===== src/rtl/matrix_pkg.sv =====
// rtl/matrix_pkg.sv - shared constants and types for the matrix multiply engine
package matrix_pkg;
    localparam int N          = 10;
    localparam int ADDR_WIDTH = 4;
    localparam int DATA_WIDTH = 8;
    localparam int ACC_WIDTH  = 20;

    typedef enum logic [2:0] {IDLE, RUN, DRAIN, WRITE, FIN} state_t;

    typedef logic [ADDR_WIDTH-1:0] idx_t;

    localparam idx_t LAST_IDX = idx_t'(N - 1);
endpackage


===== src/rtl/matrix_mult_engine_if.sv =====
// rtl/matrix_mult_engine_if.sv - control and A/B/C matrix port bundle for the engine
interface matrix_mult_engine_if;
    import matrix_pkg::*;

    logic                  start;
    logic                  busy;
    logic                  done;
    logic                  a_en_ReadMat;
    idx_t                  a_rowAddr;
    idx_t                  a_colAddr;
    logic [DATA_WIDTH-1:0] a_readData;
    logic                  b_en_ReadMat;
    idx_t                  b_rowAddr;
    idx_t                  b_colAddr;
    logic [DATA_WIDTH-1:0] b_readData;
    logic                  c_en_WriteMat;
    idx_t                  c_rowAddr;
    idx_t                  c_colAddr;
    logic [ACC_WIDTH-1:0]  c_writeData;

    modport master (
        input  start, a_readData, b_readData,
        output busy, done,
        output a_en_ReadMat, a_rowAddr, a_colAddr,
        output b_en_ReadMat, b_rowAddr, b_colAddr,
        output c_en_WriteMat, c_rowAddr, c_colAddr, c_writeData
    );

    modport slave (
        output start, a_readData, b_readData,
        input  busy, done,
        input  a_en_ReadMat, a_rowAddr, a_colAddr,
        input  b_en_ReadMat, b_rowAddr, b_colAddr,
        input  c_en_WriteMat, c_rowAddr, c_colAddr, c_writeData
    );
endinterface


===== src/rtl/matrix_mult_engine_mac_unit.sv =====
// rtl/matrix_mult_engine_mac_unit.sv - registered unsigned multiply-accumulate with clear
module mac_unit #(
    parameter int DATA_WIDTH = 8,
    parameter int ACC_WIDTH  = 20
) (
    input  logic                  clk,
    input  logic                  rst,
    input  logic                  clear,
    input  logic                  valid,
    input  logic [DATA_WIDTH-1:0] a,
    input  logic [DATA_WIDTH-1:0] b,
    output logic [ACC_WIDTH-1:0]  acc
);
    logic [2*DATA_WIDTH-1:0] prod;

    assign prod = a * b;

    // Clear wins over valid; the sum wraps modulo 2^ACC_WIDTH.
    always_ff @(posedge clk or posedge rst) begin
        if (rst) begin
            acc <= '0;
        end else if (clear) begin
            acc <= '0;
        end else if (valid) begin
            acc <= acc + {{(ACC_WIDTH-2*DATA_WIDTH){1'b0}}, prod};
        end
    end
endmodule


===== src/rtl/matrix_mult_engine.sv =====
// rtl/matrix_mult_engine.sv - sequences A/B reads, MAC accumulation and C writes for C = A x B
module matrix_mult_engine
    import matrix_pkg::*;
(
    input  logic                 clk,
    input  logic                 rst,
    matrix_mult_engine_if.master bus
);
    state_t               state, state_nxt;
    idx_t                 i, j, k;
    idx_t                 rd_i_q, rd_k_q, rd_j_q, wr_i_q, wr_j_q;
    logic                 pipe_valid;
    logic                 rd_en, wr_en, acc_clear;
    logic                 last_k, last_elem;
    logic [ACC_WIDTH-1:0] acc;

    assign last_k    = (k == LAST_IDX);
    assign last_elem = (i == LAST_IDX) && (j == LAST_IDX);

    always_ff @(posedge clk or posedge rst) begin
        if (rst) begin
            state <= IDLE;
        end else begin
            state <= state_nxt;
        end
    end

    always_comb begin
        state_nxt = state;
        case (state)
            IDLE:    if (bus.start) state_nxt = RUN;
            RUN:     if (last_k) state_nxt = DRAIN;
            DRAIN:   state_nxt = WRITE;
            WRITE:   state_nxt = last_elem ? FIN : RUN;
            FIN:     state_nxt = IDLE;
            default: state_nxt = IDLE;
        endcase
    end

    // Addresses fall back to the last presented value whenever their enable is low.
    always_comb begin
        rd_en             = (state == RUN);
        wr_en             = (state == WRITE);
        acc_clear         = wr_en || ((state == IDLE) && bus.start);
        bus.busy          = (state != IDLE);
        bus.done          = (state == FIN);
        bus.a_en_ReadMat  = rd_en;
        bus.b_en_ReadMat  = rd_en;
        bus.c_en_WriteMat = wr_en;
        bus.a_rowAddr     = rd_en ? i : rd_i_q;
        bus.a_colAddr     = rd_en ? k : rd_k_q;
        bus.b_rowAddr     = rd_en ? k : rd_k_q;
        bus.b_colAddr     = rd_en ? j : rd_j_q;
        bus.c_rowAddr     = wr_en ? i : wr_i_q;
        bus.c_colAddr     = wr_en ? j : wr_j_q;
        bus.c_writeData   = acc;
    end

    always_ff @(posedge clk or posedge rst) begin
        if (rst) begin
            i          <= '0;
            j          <= '0;
            k          <= '0;
            rd_i_q     <= '0;
            rd_k_q     <= '0;
            rd_j_q     <= '0;
            wr_i_q     <= '0;
            wr_j_q     <= '0;
            pipe_valid <= 1'b0;
        end else begin
            // Read data lands one cycle after the address, so valid trails RUN by one.
            pipe_valid <= rd_en;
            if (rd_en) begin
                rd_i_q <= i;
                rd_k_q <= k;
                rd_j_q <= j;
            end
            if (wr_en) begin
                wr_i_q <= i;
                wr_j_q <= j;
            end
            case (state)
                IDLE: begin
                    if (bus.start) begin
                        i <= '0;
                        j <= '0;
                        k <= '0;
                    end
                end
                RUN: begin
                    if (!last_k) k <= k + idx_t'(1);
                end
                WRITE: begin
                    k <= '0;
                    if (!last_elem) begin
                        if (j == LAST_IDX) begin
                            j <= '0;
                            i <= i + idx_t'(1);
                        end else begin
                            j <= j + idx_t'(1);
                        end
                    end
                end
                default: ;
            endcase
        end
    end

    mac_unit #(
        .DATA_WIDTH(DATA_WIDTH),
        .ACC_WIDTH (ACC_WIDTH)
    ) u_mac (
        .clk  (clk),
        .rst  (rst),
        .clear(acc_clear),
        .valid(pipe_valid),
        .a    (bus.a_readData),
        .b    (bus.b_readData),
        .acc  (acc)
    );
endmodule


===== src/flat_wrapper.sv =====
// flat-port wrapper written by rule: the top's interface ports become plain ports
module matrix_mult_engine_flat import matrix_pkg::*;
  (clk, rst, bus_start, bus_a_readData, bus_b_readData, bus_busy, bus_done, bus_a_en_ReadMat, bus_a_rowAddr, bus_a_colAddr, bus_b_en_ReadMat, bus_b_rowAddr, bus_b_colAddr, bus_c_en_WriteMat, bus_c_rowAddr, bus_c_colAddr, bus_c_writeData);
  matrix_mult_engine_if bus_i ();
  input  logic clk;
  input  logic rst;
  input wire logic [$bits(bus_i.start)-1:0] bus_start;
  input wire logic [$bits(bus_i.a_readData)-1:0] bus_a_readData;
  input wire logic [$bits(bus_i.b_readData)-1:0] bus_b_readData;
  output wire logic [$bits(bus_i.busy)-1:0] bus_busy;
  output wire logic [$bits(bus_i.done)-1:0] bus_done;
  output wire logic [$bits(bus_i.a_en_ReadMat)-1:0] bus_a_en_ReadMat;
  output wire logic [$bits(bus_i.a_rowAddr)-1:0] bus_a_rowAddr;
  output wire logic [$bits(bus_i.a_colAddr)-1:0] bus_a_colAddr;
  output wire logic [$bits(bus_i.b_en_ReadMat)-1:0] bus_b_en_ReadMat;
  output wire logic [$bits(bus_i.b_rowAddr)-1:0] bus_b_rowAddr;
  output wire logic [$bits(bus_i.b_colAddr)-1:0] bus_b_colAddr;
  output wire logic [$bits(bus_i.c_en_WriteMat)-1:0] bus_c_en_WriteMat;
  output wire logic [$bits(bus_i.c_rowAddr)-1:0] bus_c_rowAddr;
  output wire logic [$bits(bus_i.c_colAddr)-1:0] bus_c_colAddr;
  output wire logic [$bits(bus_i.c_writeData)-1:0] bus_c_writeData;
  assign bus_i.start = bus_start;
  assign bus_i.a_readData = bus_a_readData;
  assign bus_i.b_readData = bus_b_readData;
  assign bus_busy = bus_i.busy;
  assign bus_done = bus_i.done;
  assign bus_a_en_ReadMat = bus_i.a_en_ReadMat;
  assign bus_a_rowAddr = bus_i.a_rowAddr;
  assign bus_a_colAddr = bus_i.a_colAddr;
  assign bus_b_en_ReadMat = bus_i.b_en_ReadMat;
  assign bus_b_rowAddr = bus_i.b_rowAddr;
  assign bus_b_colAddr = bus_i.b_colAddr;
  assign bus_c_en_WriteMat = bus_i.c_en_WriteMat;
  assign bus_c_rowAddr = bus_i.c_rowAddr;
  assign bus_c_colAddr = bus_i.c_colAddr;
  assign bus_c_writeData = bus_i.c_writeData;
  matrix_mult_engine u_core (.clk(clk), .rst(rst), .bus(bus_i));
endmodule

===== config.mk =====
export PLATFORM = sky130hd
export DESIGN_NAME = matrix_mult_engine_flat
export DESIGN_NICKNAME = d
export VERILOG_FILES = /design/src/rtl/matrix_pkg.sv /design/src/rtl/matrix_mult_engine_if.sv /design/src/rtl/matrix_mult_engine_mac_unit.sv /design/src/rtl/matrix_mult_engine.sv /design/src/flat_wrapper.sv
export SDC_FILE = /design/constraint.sdc
export NUM_CORES = 1
export LEC_CHECK = 0
export BUFFER_PORTS_ARGS = -buffer_cell sky130_fd_sc_hd__buf_2
export CAP_MARGIN = 30
export CORE_MARGIN = 5
export CORE_UTILIZATION = 33
export CTS_BUF_LIST = sky130_fd_sc_hd__clkbuf_16
export DETAILED_ROUTE_END_ITERATION = 6
export GPL_TIMING_DRIVEN = 0
export PLACE_DENSITY = 0.51
export SYNTH_ARGS = -nofsm -noshare
export SYNTH_HDL_FRONTEND = slang
export SYNTH_SLANG_ARGS = --single-unit

===== constraint.sdc =====
create_clock -name clk -period 5.6 [get_ports clk]
set_clock_uncertainty 0.15 [all_clocks]
set_input_delay 0 -clock clk [delete_from_list [all_inputs] [get_ports clk]]
set_output_delay 0 -clock clk [all_outputs]
set_load 0.005 [all_outputs]

=== Word level (Yosys, flattened, before mapping) ===
Cells that the tools add are included.

* Add/sub/neg operators: 4
* Eq/ne operators: 12
* Multipliers: 1
* Reductions and logical operators: 12
* Muxes and demuxes: 20

{| class="wikitable"
|+ Operators with widths
! cell !! number
|-
| 4-bit 2-to-1 mux || 11
|-
| 20-bit 2-to-1 mux || 2
|-
| 20-bit by 16-bit adder with 20-bit output || 1
|-
| 8-bit by 8-bit multiplier with 16-bit output || 1
|-
| 4-bit case mux with 2 select lines || 2
|-
| 4-bit by 1-bit adder with 4-bit output (second input constant) || 3
|-
| 4-bit equality test (second input constant) || 3
|-
| 3-bit case mux with 4 select lines || 1
|-
| 4-bit case mux with 3 select lines || 1
|-
| 3-bit 2-to-1 mux || 3
|-
| 2-bit != test (second input constant) || 4
|-
| 3-bit by 2-bit equality test with 1-bit output (second input constant) || 2
|-
| 3-bit AND reduction || 2
|-
| 3-bit nonzero test || 2
|-
| 4-bit AND reduction || 1
|-
| 2-bit nonzero test || 2
|-
| 3-bit by 1-bit equality test with 1-bit output (second input constant) || 1
|-
| 3-bit equality test (second input constant) || 1
|-
| 3-bit zero test || 1
|-
| 1-bit logical AND || 2
|-
| 2-bit by 1-bit != test with 1-bit output (second input constant) || 1
|-
| 2-bit AND reduction || 1
|-
| 1-bit logical OR || 1
|}

* Flip-flop bits (word level): 56
* Bits of input ports: 19
* Logic and storage cells: 60

=== Depth between registers and ports, before layout ===
* Depth in word-level cells: 4
* Mapped depth: 18
* Depth with buffers taken out: 17

=== Cells and area by module ===
From an unflattened synthesis, not the netlist that was laid out.

* Cells, all modules: 581
* Area, all modules: 5366.4 µm²

{| class="wikitable"
|+ By module, submodules not included
! module !! area each (µm²) !! cells an instance !! instances
|-
| mac_unit || 3603.5 || 416 || 1
|-
| matrix_mult_engine || 1762.9 || 165 || 1
|}

=== Worst setup path after synthesis ===
OpenSTA, ideal clock, no wires.

* Path type: register to register
* Start: register u_core.u_mac.acc[6]
* End: register u_core.u_mac.acc[13]
* Arrival: 4129 ps
* Required time: 5330 ps
* Clock period less this slack: 4399 ps
* Cell stages (with the launch flop): 16
* Path slack: 1201 ps
* Cell sequence: dfrtp_1 > inv_1 > fa_1 > inv_1 > fa_1 > inv_1 > fa_1 > fa_1 > inv_1 > ha_1 > o211ai_2 > a21oi_1 > o31a_1 > o21a_1 > or3_1 > a41o_1

* Longest elaborated chain between the ends: 3

{| class="wikitable"
|+ RTL lines
! what !! line !! text
|-
| start, declared || matrix_mult_engine_mac_unit.sv:12 || <nowiki>output logic [ACC_WIDTH-1:0] acc</nowiki>
|-
| start signal, assigned || matrix_mult_engine_mac_unit.sv:25 || <nowiki>acc <= acc + {{(ACC_WIDTH-2*DATA_WIDTH){1'b0}}, prod};</nowiki>
|-
| 20-bit by 16-bit adder with 20-bit output || matrix_mult_engine_mac_unit.sv:25 ||
|-
| 20-bit 2-to-1 mux || matrix_mult_engine_mac_unit.sv:24 || <nowiki>end else if (valid) begin</nowiki>
|-
| 20-bit 2-to-1 mux || matrix_mult_engine_mac_unit.sv:22 || <nowiki>end else if (clear) begin</nowiki>
|}

Every way passes these cells. The select of a mux whose other input is x is not followed.
A chain may end at the register's enable or synchronous reset.

=== Final worst setup path ===
Same ends and word-level chain as after synthesis.

==> summary.txt <==
cts bufs inserted: 5
largest fanout on the critical path: 5
Die Y-Extent: 136 um
Design Area, Final: 6030 um^2
Clock Pin Slew Worst Setup and Hold Paths: 0.07 ns
root cell of the clock tree: clkbuf_16
number of buffers added for setup after CTS: 0
maximum clock rate: 211 MHz
launching element type of the critical path: flop
Tightest Hold Check Type: in2async
Remaining DRCs: 0
Cells after Synth: 576
Net Count, Synth: 692
count of input and output buffers: 64
number of nets in the finished design: 766
synth-to-layout area growth: 14.8%
global route overflow: 0
drt first-iter violations: 175
latest clock arrival within the worst-skew pair: 0.30 ns
worst voltage drop across the vdd grid: 219 uV
post-route antenna net violation count: 0
Total Wirelength: 11900 um
Wirelength per Cell: 13.7 um
netlist area before placement: 5260 um^2
maximum capacitance violations: 0
flip-flop and latch count after synthesis: 56
EDFF count, synth: 0
number of placement rows: 46
cell types occupying the most area after synthesis: dfrtp_1 27%, fa_1 19%, ha_1 11%, inv_1 7.6%, nand2_1 5.4%
Final HPWL DP: 9850 um
Placed Instance Area: 5870 um^2
drt via density: 4.58
required time at the worst-slack endpoint: 5.64 ns
commonest cells after routing, fill and taps aside: 105 x inv_1, 76 x nand2_1, 68 x buf_2, 56 x dfrtp_1, 50 x fa_1
most frequent standard cell in the layout excluding fill and tap cells: inv_1
proportion of synthesized flip-flops having asynchronous set or reset: 1.00
fraction of synthesized cell area in xor and xnor cells: 0.0200
clock buffer depth: 2
Total Negative Setup Slacks: 0 ns
count of vias placed by the detailed router: 3969
pin count of the biggest net entering global routing: 33
compound-cell area share of the yosys netlist: 0.0971
crit share post-route: 0.846
Synth Area in Adders: 0.302
Top Ports: 68
die outline area: 18600 um^2
setup repair after global routing missed its margin: no
Antenna Cells: 0
FF-to-FF setup slack: 0.86 ns
synthesized area per cell: 9.13 um^2
Die Width: 136 um
part of the Yosys area used for sequential elements: 0.267
Leakage: 3.17 nW
worst rel slew slack: 0.619
Worst Max-Slew Pin Slew: 0.571 ns
dominant combinational cell family by area after synthesis: adder cells
share of the synthesized area in the top cell type: 0.267
max-slew violation total from the final report: 0
number of sinks driven by the clock tree: 56
TritonCTS clock tree: yes
# H-tree levels: 2
number of antenna violations at the first check in global routing: 0
Yosys warnings: 0
data arrival time of the critical path: 4.77 ns
drt pass-1 iters: 4
count of different cell masters after synthesis: 57
fraction of layout cells with a size suffix above 1: 0.167
primary flip-flop cell chosen by synthesis mapping: dfrtp_1
setup violators final: 0
wire length of the first global-routing pass: 20400 um
category of the critical setup timing path: reg2reg
post-synth top area cell: dfrtp_1
post-synthesis share of cell area spent on and, or, nand and nor gates: 0.172
mux share of post-synthesis cell area: 0.0448
Final Hold Fails: 0
logic depth of the worst register-to-register path: 15
final critical-path required period: 4.74 ns
Total GRT Usage: 0.135
Core Box Area: 15800 um^2
Design Power: 3.31 mW
Crit. End Element: flop
power per cell area: 548 nW/um^2
status: finished clean
routability-driven placement congestion ratio: 0.831
effective utilization at floorplan: 0.333
via count of the first global-routing pass: 4210
[per-layer routing]
layer / global-route usage / part of all wire / up-vias
met1: 0.182 / 0.47 / 1906
li1: - / - / 1970
met3: 0.0167 / 0.037 / 15
met5: 0 / 0 / -
met4: 0.0274 / 0.014 / 0
met2: 0.233 / 0.47 / 78
[sequential cells by signal, indices dropped and copies added, names as in the netlist]
name and flops:
u_core.wr_j_q 4, u_core.state 3, u_core.pipe_valid 1, u_core.k 4, u_core.wr_i_q 4, u_core.j 4
u_core.rd_j_q 4, u_core.i 4, u_core.rd_i_q 4, u_core.u_mac.acc 20, u_core.rd_k_q 4
[synthesized netlist by cell type, types with 2 or more instances]
library cell and n:
a211oi_1 2, a21o_1 5, a21oi_1 24, a31oi_1 2, and2_1 33, buf_2 4
buf_4 6, clkbuf_1 8, dfrtp_1 56, fa_1 50, ha_1 47, inv_1 106
mux2_2 12, mux2i_1 10, nand2_1 76, nand2b_1 4, nand3_1 4, nand3b_1 2
nand4_1 4, nor2_1 34, nor2b_1 3, nor3_1 6, nor3b_1 4, o21a_1 5
o21ai_0 22, o21ai_1 2, o21bai_1 2, or3_1 3, or3b_2 2, xnor2_1 4
xor2_1 8
[where the power goes]
part           total (mW)  leakage (nW)  internal [mW]  switching, mW
logic                2.33          2.37          0.995           1.34
clock network       0.317        0.0702          0.167          0.150
registers           0.662         0.735          0.549          0.112
total                3.31          3.17           1.71           1.60
[worst max-delay path: stages (launching register included)]
cell,delay (ns)
dfrtp_1,0.39
inv_1,0.10
fa_1,0.54
inv_1,0.05
fa_1,0.50
inv_1,0.05
fa_1,0.49
fa_1,0.56
inv_1,0.04
ha_1,0.36
o211ai_2,0.16
a21oi_1,0.08
o31a_1,0.39
o21a_1,0.21
or3_1,0.31
a41o_1,0.24
[area by class of cell]
class | instances | area (um^2)
timing repair buffer | 67 | 360
fill | 1640 | 9740
clock inverter | 3 | 21.3
clock buffer | 5 | 125
multi-input combinational | 393 | 3340
sequential | 56 | 1400
buffer | 20 | 110
tap | 216 | 270
inverter | 107 | 402
[cell families after synthesis]
group	Yosys count
simple gates	184
buf+inv	127
compound gates	78
fa+ha+maj	97
mux	22
xor+xnor	12
flops	56
[stage by stage]
stage	util	hold slack, ns	std cells	setup WS (ns)
floorplan	-	-0.0634	576	1.20
finish	0.383	0.144	867	0.864
global placement	0.371	0.0893	856	0.906
detailed placement	0.372	-0.0655	857	0.870
global route	0.383	0.205	867	0.594
CTS	0.383	0.164	867	0.834
[path summary, 6_finish.rpt]
check,start,to
setup / recovery,u_core.u_mac.acc[6],u_core.u_mac.acc[13]
hold / removal,rst,u_core.wr_j_q[0]
setup reg to reg,u_core.u_mac.acc[6],u_core.u_mac.acc[13]
hold reg to reg,u_core.wr_j_q[2],u_core.wr_j_q[2]
max in group asynchronous,rst,u_core.u_mac.acc[18]
min in group clk,bus_a_readData[0],u_core.u_mac.acc[0]
[timing repair]
item / 4_1_cts / 5_1_grt
endpoints found under the hold margin: 27 / 0
endpoints found under the setup margin: 0 / 0
hold buffers: 2 / 0
resized for setup: 0 / 0
Note: power is estimated with default switching activity, not from simulation.
